$ cat src/rtl/gaussian_frame_scheduler.sv
`default_nettype none
// ============================================================================
// gaussian_frame_scheduler : frame/line timing for the 5x5 Gaussian filter
// Rev 1.0
// ============================================================================
module gaussian_frame_scheduler #(
  parameter logic [10:0] IMG_HDISP = 11'd640,
  parameter logic [10:0] IMG_VDISP = 11'd480,
  parameter logic [15:0] H_BLANK   = 16'd160,
  parameter logic [15:0] V_PRE     = 16'd16,
  parameter logic [15:0] V_POST    = 16'd16,
  parameter logic [15:0] F_GAP     = 16'd8
) (
  input  logic        clk,
  input  logic        rst_n,
  input  logic        en,
  input  logic        s_valid,
  input  logic [7:0]  s_data,
  output logic        s_ready,
  output logic        per_img_vsync,
  output logic        per_img_href,
  output logic [7:0]  per_img_gray,
  output logic        frame_busy,
  output logic        frame_done,
  output logic [15:0] frame_cnt,
  output logic        underrun
);

  typedef enum logic [2:0] {
    S_IDLE  = 3'd0,
    S_VPRE  = 3'd1,
    S_LINE  = 3'd2,
    S_HBLK  = 3'd3,
    S_VPOST = 3'd4,
    S_FGAP  = 3'd5
  } state_t;

  localparam logic [15:0] c_H_LAST     = {5'd0, IMG_HDISP} - 16'd1;
  localparam logic [10:0] c_V_LAST     = IMG_VDISP - 11'd1;
  localparam logic [15:0] c_VPRE_LAST  = V_PRE - 16'd1;
  localparam logic [15:0] c_HBLK_LAST  = H_BLANK - 16'd1;
  localparam logic [15:0] c_VPOST_LAST = V_POST - 16'd1;
  localparam logic [15:0] c_FGAP_LAST  = F_GAP - 16'd1;

  state_t      r_state;
  logic [15:0] r_h_cnt;
  logic [10:0] r_v_cnt;
  logic [15:0] r_g_cnt;
  logic        r_vsync;
  logic        r_href;
  logic [7:0]  r_gray;
  logic        r_busy;
  logic        r_done_d;
  logic        r_frame_done;
  logic [15:0] r_frame_cnt;
  logic        r_underrun;

  state_t w_nxt;
  state_t w_vpre_entry;
  state_t w_after_fgap;
  state_t w_fgap_entry;
  state_t w_vpost_entry;
  logic   w_seg_end;
  logic   w_line_adv;
  logic   w_last_line_done;
  logic   w_frame_end;
  logic   w_v_last;

  // Zero-length segments are folded into the entry decode so they take no cycles.
  always_comb begin
    w_vpre_entry     = (V_PRE == 16'd0) ? S_LINE : S_VPRE;
    w_after_fgap     = en ? w_vpre_entry : S_IDLE;
    w_fgap_entry     = (F_GAP == 16'd0) ? w_after_fgap : S_FGAP;
    w_vpost_entry    = (V_POST == 16'd0) ? w_fgap_entry : S_VPOST;
    w_v_last         = (r_v_cnt == c_V_LAST);
    w_nxt            = r_state;
    w_seg_end        = 1'b0;
    w_line_adv       = 1'b0;
    w_last_line_done = 1'b0;
    w_frame_end      = 1'b0;
    case (r_state)
      S_IDLE: begin
        if (en) begin
          w_seg_end = 1'b1;
          w_nxt     = w_vpre_entry;
        end
      end
      S_VPRE: begin
        if (r_g_cnt == c_VPRE_LAST) begin
          w_seg_end = 1'b1;
          w_nxt     = S_LINE;
        end
      end
      S_LINE: begin
        if (r_h_cnt == c_H_LAST) begin
          w_seg_end = 1'b1;
          if (H_BLANK != 16'd0) begin
            w_nxt = S_HBLK;
          end else if (w_v_last) begin
            w_nxt            = w_vpost_entry;
            w_last_line_done = 1'b1;
            w_frame_end      = (V_POST == 16'd0);
          end else begin
            w_nxt      = S_LINE;
            w_line_adv = 1'b1;
          end
        end
      end
      S_HBLK: begin
        if (r_g_cnt == c_HBLK_LAST) begin
          w_seg_end = 1'b1;
          if (w_v_last) begin
            w_nxt            = w_vpost_entry;
            w_last_line_done = 1'b1;
            w_frame_end      = (V_POST == 16'd0);
          end else begin
            w_nxt      = S_LINE;
            w_line_adv = 1'b1;
          end
        end
      end
      S_VPOST: begin
        if (r_g_cnt == c_VPOST_LAST) begin
          w_seg_end   = 1'b1;
          w_nxt       = w_fgap_entry;
          w_frame_end = 1'b1;
        end
      end
      S_FGAP: begin
        if (r_g_cnt == c_FGAP_LAST) begin
          w_seg_end = 1'b1;
          w_nxt     = w_after_fgap;
        end
      end
      default: w_nxt = S_IDLE;
    endcase
  end

  // frame_done is delayed one extra cycle so it lines up with the vsync fall.
  always_ff @(posedge clk or negedge rst_n) begin
    if (!rst_n) begin
      r_state      <= S_IDLE;
      r_h_cnt      <= 16'd0;
      r_v_cnt      <= 11'd0;
      r_g_cnt      <= 16'd0;
      r_vsync      <= 1'b0;
      r_href       <= 1'b0;
      r_gray       <= 8'd0;
      r_busy       <= 1'b0;
      r_done_d     <= 1'b0;
      r_frame_done <= 1'b0;
      r_frame_cnt  <= 16'd0;
      r_underrun   <= 1'b0;
    end else begin
      r_state <= w_nxt;
      r_h_cnt <= (r_state == S_LINE && !w_seg_end) ? r_h_cnt + 16'd1 : 16'd0;
      if (w_seg_end || r_state == S_IDLE || r_state == S_LINE) begin
        r_g_cnt <= 16'd0;
      end else begin
        r_g_cnt <= r_g_cnt + 16'd1;
      end
      if (w_line_adv) begin
        r_v_cnt <= r_v_cnt + 11'd1;
      end else if (w_last_line_done) begin
        r_v_cnt <= 11'd0;
      end
      r_vsync      <= (r_state == S_VPRE) || (r_state == S_LINE) ||
                      (r_state == S_HBLK) || (r_state == S_VPOST);
      r_href       <= (r_state == S_LINE);
      r_gray       <= (r_state == S_LINE && s_valid) ? s_data : 8'd0;
      r_busy       <= (w_nxt != S_IDLE);
      r_done_d     <= w_frame_end;
      r_frame_done <= r_done_d;
      if (r_done_d) begin
        r_frame_cnt <= r_frame_cnt + 16'd1;
      end
      if (r_state == S_LINE && !s_valid) begin
        r_underrun <= 1'b1;
      end
    end
  end

  assign s_ready       = (r_state == S_LINE);
  assign per_img_vsync = r_vsync;
  assign per_img_href  = r_href;
  assign per_img_gray  = r_gray;
  assign frame_busy    = r_busy;
  assign frame_done    = r_frame_done;
  assign frame_cnt     = r_frame_cnt;
  assign underrun      = r_underrun;

endmodule
`default_nettype wire

$ cat config.mk
export PLATFORM = sky130hd
export DESIGN_NAME = gaussian_frame_scheduler
export DESIGN_NICKNAME = d
export VERILOG_FILES = /design/src/rtl/gaussian_frame_scheduler.sv
export SDC_FILE = /design/constraint.sdc
export NUM_CORES = 1
export LEC_CHECK = 0
export ABC_CLOCK_PERIOD_IN_PS = 2100
export CORE_MARGIN = 4
export CORE_UTILIZATION = 50
export CTS_CLUSTER_SIZE = 28
export DETAILED_ROUTE_END_ITERATION = 6
export GPL_ROUTABILITY_DRIVEN = 0
export PLACE_DENSITY = 0.86
export SLEW_MARGIN = 40
export SYNTH_ARGS = -nofsm -noshare
export SYNTH_HDL_FRONTEND = slang
export SYNTH_SLANG_ARGS = --single-unit
$ cat constraint.sdc
create_clock -name clk -period 2.1 [get_ports clk]
set_clock_uncertainty 0.15 [all_clocks]
set_input_delay 0.525 -clock clk [delete_from_list [all_inputs] [get_ports clk]]
set_output_delay 0.525 -clock clk [all_outputs]
set_load 0.01 [all_outputs]
After elaboration in Yosys (flattened, before gate mapping)
Cells that the tools add are included.

operators by class
  add/sub/neg operators = 4
  multipliers = 0
  reduce and logical (&&, ||, !) cells = 14
  div/mod/pow operators = 0
  bitwise gates (word level) = 0
  order comparisons = 0
  equal/unequal tests = 10
  multiplexer cells = 27
  shift-type cells = 0

operators with widths
  cell                                                               number
  16-bit by 1-bit adder with 16-bit output, second input constant    3
  16-bit two-way mux                                                 2
  11-bit two-way mux                                                 2
  3-bit two-way mux                                                  7
  3-bit case mux with 6 select lines                                 1
  16-bit by 10-bit == test with 1-bit output, second input constant  1
  16-bit by 3-bit == test with 1-bit output, second input constant   1
  16-bit by 4-bit == test with 1-bit output, second input constant   1
  16-bit by 8-bit == test with 1-bit output, second input constant   1
  1-bit two-way mux                                                  13
  11-bit by 1-bit adder with 11-bit output, second input constant    1
  11-bit by 9-bit == test with 1-bit output, second input constant   1
  8-bit two-way mux                                                  1
  3-bit by 2-bit == test with 1-bit output, second input constant    2
  3-bit == test, second input constant                               2
  1-bit logical OR                                                   5
  1-bit case mux with 5 select lines                                 1
  3-bit by 1-bit == test with 1-bit output, second input constant    1
  1-bit logical AND                                                  3
  3-bit zero test                                                    1
  3-bit nonzero test                                                 1
  1-bit zero test                                                    2
  2-bit nonzero test                                                 1
  2-bit OR reduction                                                 1

storage, ports and cells
  register bits = 76
  memories kept = 0
  bits in latches = 0
  bits in writable memories = 0
  memory bits (read-only) = 0
  logic and storage cells = 67
  output and inout bits = 30
  input port bits = 12

Logic depth before layout (Yosys ltp)
  word-level depth = 6
  gate-level depth with buffers = 7
  mapped depth without buffers = 6

Least setup slack after synthesis
OpenSTA, ideal clock, no wires.

  path kind = register -> register
  start = register r_h_cnt[7]
  end = register r_g_cnt[2]
  clock period less this slack = 2.287 ns
  cell stages (with the launch flop) = 7
  setup slack = -0.187 ns
  required time = 1.831 ns
  data arrival time = 2.018 ns
  setup time = 0.119 ns
  cell sequence = dfrtp_1 -> or4_1 -> or4_4 -> o31a_1 -> o211ai_2 -> buf_6 -> nor2_1

between the ends
  longest elaborated chain between the ends = 6

RTL lines
  element                                     RTL line  RTL
  start, declared                             46        logic [15:0] r_h_cnt;
  start signal, assigned                      156       r_h_cnt <= (r_state == S_LINE && !w_seg_end) ? r_h_cnt + 16'd1 : 16'd0;
  16-bit by 10-bit == test with 1-bit output  95        if (r_h_cnt == c_H_LAST) begin
  1-bit two-way mux                           95
  1-bit case mux with 5 select lines          81        case (r_state)
  1-bit logical OR (2 in a row)               157       if (w_seg_end || r_state == S_IDLE || r_state == S_LINE) begin
  16-bit two-way mux                          157
  end signal, assigned                        160       r_g_cnt <= r_g_cnt + 16'd1;
  end, declared                               48        logic [15:0] r_g_cnt;

Every way passes these cells.
A chain may end at the register's enable or synchronous reset.

Final worst setup path
  start = register r_h_cnt[8]
  end = register r_h_cnt[12]

between the ends
  longest elaborated chain between the ends = 6
  elaborated cells between the ends (all ways) = 7

RTL lines
  element                                     RTL line
  16-bit by 10-bit == test with 1-bit output  95
  1-bit two-way mux                           95
  1-bit case mux with 5 select lines          81
  1-bit zero test                             156
  1-bit logical AND                           156
  16-bit two-way mux (*)                      156

Mark *: on every way between the ends. The rest lies on a longest branch, timed or not.

==> summary.md <==
| Metric | Value |
|---|---|
| Die ar. | `0.00848 mm^2` |
| Row count | `30` |
| Sequential cell area | `0.00191 mm^2` |
| Layout cells sized above 1 | `0.197` |
| Final Power | `2.67 mW` |
| Post-DP HPWL | `5120 um` |
| Synth Net Count | `362` |
| Largest net degree at the start of global routing | `77` |
| Drt wl/cell | `15.5 um` |
| First-pass GRT wire length | `13700 um` |
| Crit-path max FO | `7` |
| PwrDens | `566 mW/mm^2` |
| Total Wirelength | `8280 um` |
| Final Max Tran Viols | `0` |
| H-Tree Depth | `3` |
| Crit path DAT | `2.45 ns` |
| DR DRC count | `0` |
| Asr flop ratio synth | `1.00` |
| P_int | `2.11 mW` |
| GRT Overall Usage | `0.202` |
| Fin crit share | `1.13` |
| Switching share of power | `0.209` |
| Io pins | `42` |
| Max Cap Viol | `0` |
| Die span in y | `92.1 um` |
| Leakage | `2.04 nW` |
| CTS clock-pin slew for the worst setup and hold paths | `0.08 ns` |
| Clock Power Share | `0.419` |
| Syn_area_per_cell | `10.2 um^2` |
| CTS max path bufs | `2` |
| Sequential power share | `0.552` |
| Sequential area share after synthesis | `0.538` |
| Number of global-route vias before repair | `2927` |
| Initial Util | `0.518` |
| Clk Latency, worst-skew pair | `0.35 ns` |
| Routed via count | `2909` |
| Final Setup Violations | `33` |
| Worst hold slack | `0.0414 ns` |
| Clock sink total | `76` |
| Synth warn | `0` |
| Iter 0 DRT Violations | `189` |
| Worst-Margin Slew | `0.458 ns` |
| Placeable Area | `0.00683 mm^2` |
| Root Buffer | `clkbuf_8` |
| Final Core Density | `0.690` |
| Cells after synthesis | `346` |
| Fin worst setup slack | `-0.267 ns` |
| Synth unique cells | `47` |
| EDFF count, synth | `0` |
| Rel. slew slack | `0.692` |
| Via density | `5.46` |
| Flops & latches, synth | `76` |
| NumNets Final | `449` |
| Post-synthesis cell area | `0.00354 mm^2` |
| Required time worst endpoint | `2.18 ns` |
| Most used DFF post-synth | `dfrtp_1` |
| CP Capture Type | `register` |
| Setup TNS | `-8.09 ns` |
| # fillers | `487` |
| Fin crit period | `2.37 ns` |
| Diodes inserted | `0` |
| Initial antenna violation count | `0` |
| CTS buffer count | `9` |
| Endpoints failing hold | `0` |
| RSZ-0062 raised after global routing | `true` |
| Net Sw Power | `557 uW` |
| Hold Path Class | `primary input to asynchronous set/reset pin` |
| Highest clock rate | `423 MHz` |
| Worst IR Drop VDD | `0.000305 V` |
| Synth-to-layout area growth | `33.3%` |
| DR pass1 iterations | `4` |
| Kind of critical path | `register to register` |
| TritonCTS clock tree | `yes` |
| Multi-input logic area | `0.00168 mm^2` |
| Post-route ant nets | `0` |
| Status | `complete, but fails checks` |
| Failing checks | `setup timing` |
| IO Port Bufs | `41` |
| Grt ovf | `0` |
| CTS hold repair buffers | `0` |
| Combinational Power Share | `0.030` |
| Die Span X | `92.1 um` |
| Startpoint Class | `register` |
-- path summary, 6_finish.rpt --
| path | endpoint | slack [ns] | cells after the start | start |
|---|---|---|---|---|
| min in group clk | frame_cnt[15] | 0.32 | 1 | frame_cnt[15] |
| worst max register to register | r_h_cnt[12] | -0.27 | 8 | r_h_cnt[8] |
| max in group asynchronous | frame_cnt[0] | 1.43 | 2 | rst_n |
| worst min-delay path | frame_cnt[5] | 0.04 | 2 | rst_n |
| worst min register to register | frame_cnt[15] | 0.32 | 1 | frame_cnt[15] |
| worst max-delay path | r_h_cnt[12] | -0.27 | 8 | r_h_cnt[8] |
-- state kept, by name, indices dropped and copies added (netlist names) --
signal and cells:
r_state 3, r_v_cnt 11, r_done_d 1, underrun 1
frame_done 1, frame_busy 1, per_img_gray 8, per_img_href 1
frame_cnt 16, r_h_cnt 16, per_img_vsync 1, r_g_cnt 16
-- synthesized netlist by cell type, types with 5 or more instances --
| master | number | area share |
|---|---|---|
| dfrtp_1 | 76 | 0.54 |
| nand4_1 | 17 | 0.030 |
| and4_1 | 5 | 0.012 |
| inv_1 | 5 | 0.0053 |
| nand3_1 | 18 | 0.025 |
| xor2_1 | 22 | 0.054 |
| xnor2_1 | 26 | 0.064 |
| and3_1 | 13 | 0.023 |
| nand2_1 | 33 | 0.035 |
| nor3_1 | 7 | 0.0099 |
| clkbuf_1 | 6 | 0.0064 |
| o21ai_0 | 12 | 0.017 |
| nor2_1 | 51 | 0.054 |
-- logic make-up after synthesis --
group,after synthesis,share of synthesized area
AO/OA/AOI/OAI,28,0.0534
buffers and inverters,15,0.0191
adder cells (fa/ha/maj),4,0.0141
XOR/XNOR,48,0.119
AND/OR/NAND/NOR,174,0.254
flip-flops,76,0.538
multiplexers,1,0.00318
-- cell type report --
class	instances	share of cell area
clock buffers	11	0.0321
clock inverters	4	0.0104
inverters	5	0.00398
multi-input cells	256	0.356
flip-flops and latches	76	0.404
well taps	96	0.0255
repair buffers	85	0.168
-- layer usage --
| layer | wire, um | global-route usage | share of wire | vias up |
|---|---|---|---|---|
| met3 | 415 | 0.0558 | 0.050 | 25 |
| met5 | 0 | 0 | 0 | - |
| li1 | - | - | - | 1372 |
| met4 | 222 | 0.0879 | 0.027 | 0 |
| met2 | 4230 | 0.339 | 0.51 | 98 |
| met1 | 3420 | 0.243 | 0.41 | 1414 |
-- timing repair --
item | in CTS | in global routing
cloned | 2 | 0
gates resized for setup | 15 | 17
setup buffers | 3 | 2
setup endpoints to repair | 35 | 47
pin swaps | 3 | 12
-- worst max-delay path, stage by stage (launching register included) --
cell	delay (ns)
dfrtp_1	0.39
or4_4	0.53
or4_4	0.54
buf_4	0.16
buf_6	0.10
buf_6	0.12
nand2_8	0.09
buf_12	0.12
nor2_1	0.04
-- through the flow --
| stage | instances | setup slack, ns | area [um^2] |
|---|---|---|---|
| 5_1_grt | 533 | -0.332 | 4710 |
| 3_3_place_gp | 512 | -0.208 | 4330 |
| 6_report | 533 | -0.267 | 4710 |
| 2_1_floorplan | 346 | -0.186 | 3540 |
| 4_1_cts | 532 | -0.238 | 4650 |
| 3_5_place_dp | 512 | -0.256 | 4330 |
-- power groups by stage --
| stage | registers [mW] | clock network (mW) | logic [mW] |
|---|---|---|---|
| after floorplan | 1.51 | 0 | 0.00508 |
| after global placement | 1.50 | 0 | 0.0792 |
| after detailed placement | 1.50 | 0 | 0.0811 |
| after CTS | 1.47 | 1.14 | 0.0815 |
| after global routing | 1.47 | 1.21 | 0.0885 |
| final | 1.47 | 1.12 | 0.0795 |
-- placed cells by master (no fill, tap or decap), drive strengths merged, types with 2 or more instances in the layout --
cell type      netlist  layout
clkbuf               6      11
or3                  2       2
inv                  5       5
o31ai                3       3
nor3                 8       8
nand2               33      33
clkinv               0       3
nand3b               2       2
nand2b               4       4
nor4                 3       3
ha                   4       4
nor2b                3       3
dfrtp               76      76
or4b                 2       2
buf                  4      45
and2                 2       2
o21ai               13      13
or4                  3       3
and4                 5       5
nor3b                4       4
and3                14      14
xor2                22      22
o211ai               2       3
nand4               17      17
clkdlybuf4s50        0      39
nor2                51      51
nand3               18      18
xnor2               26      26
Note: power is estimated with default switching activity, not from simulation.
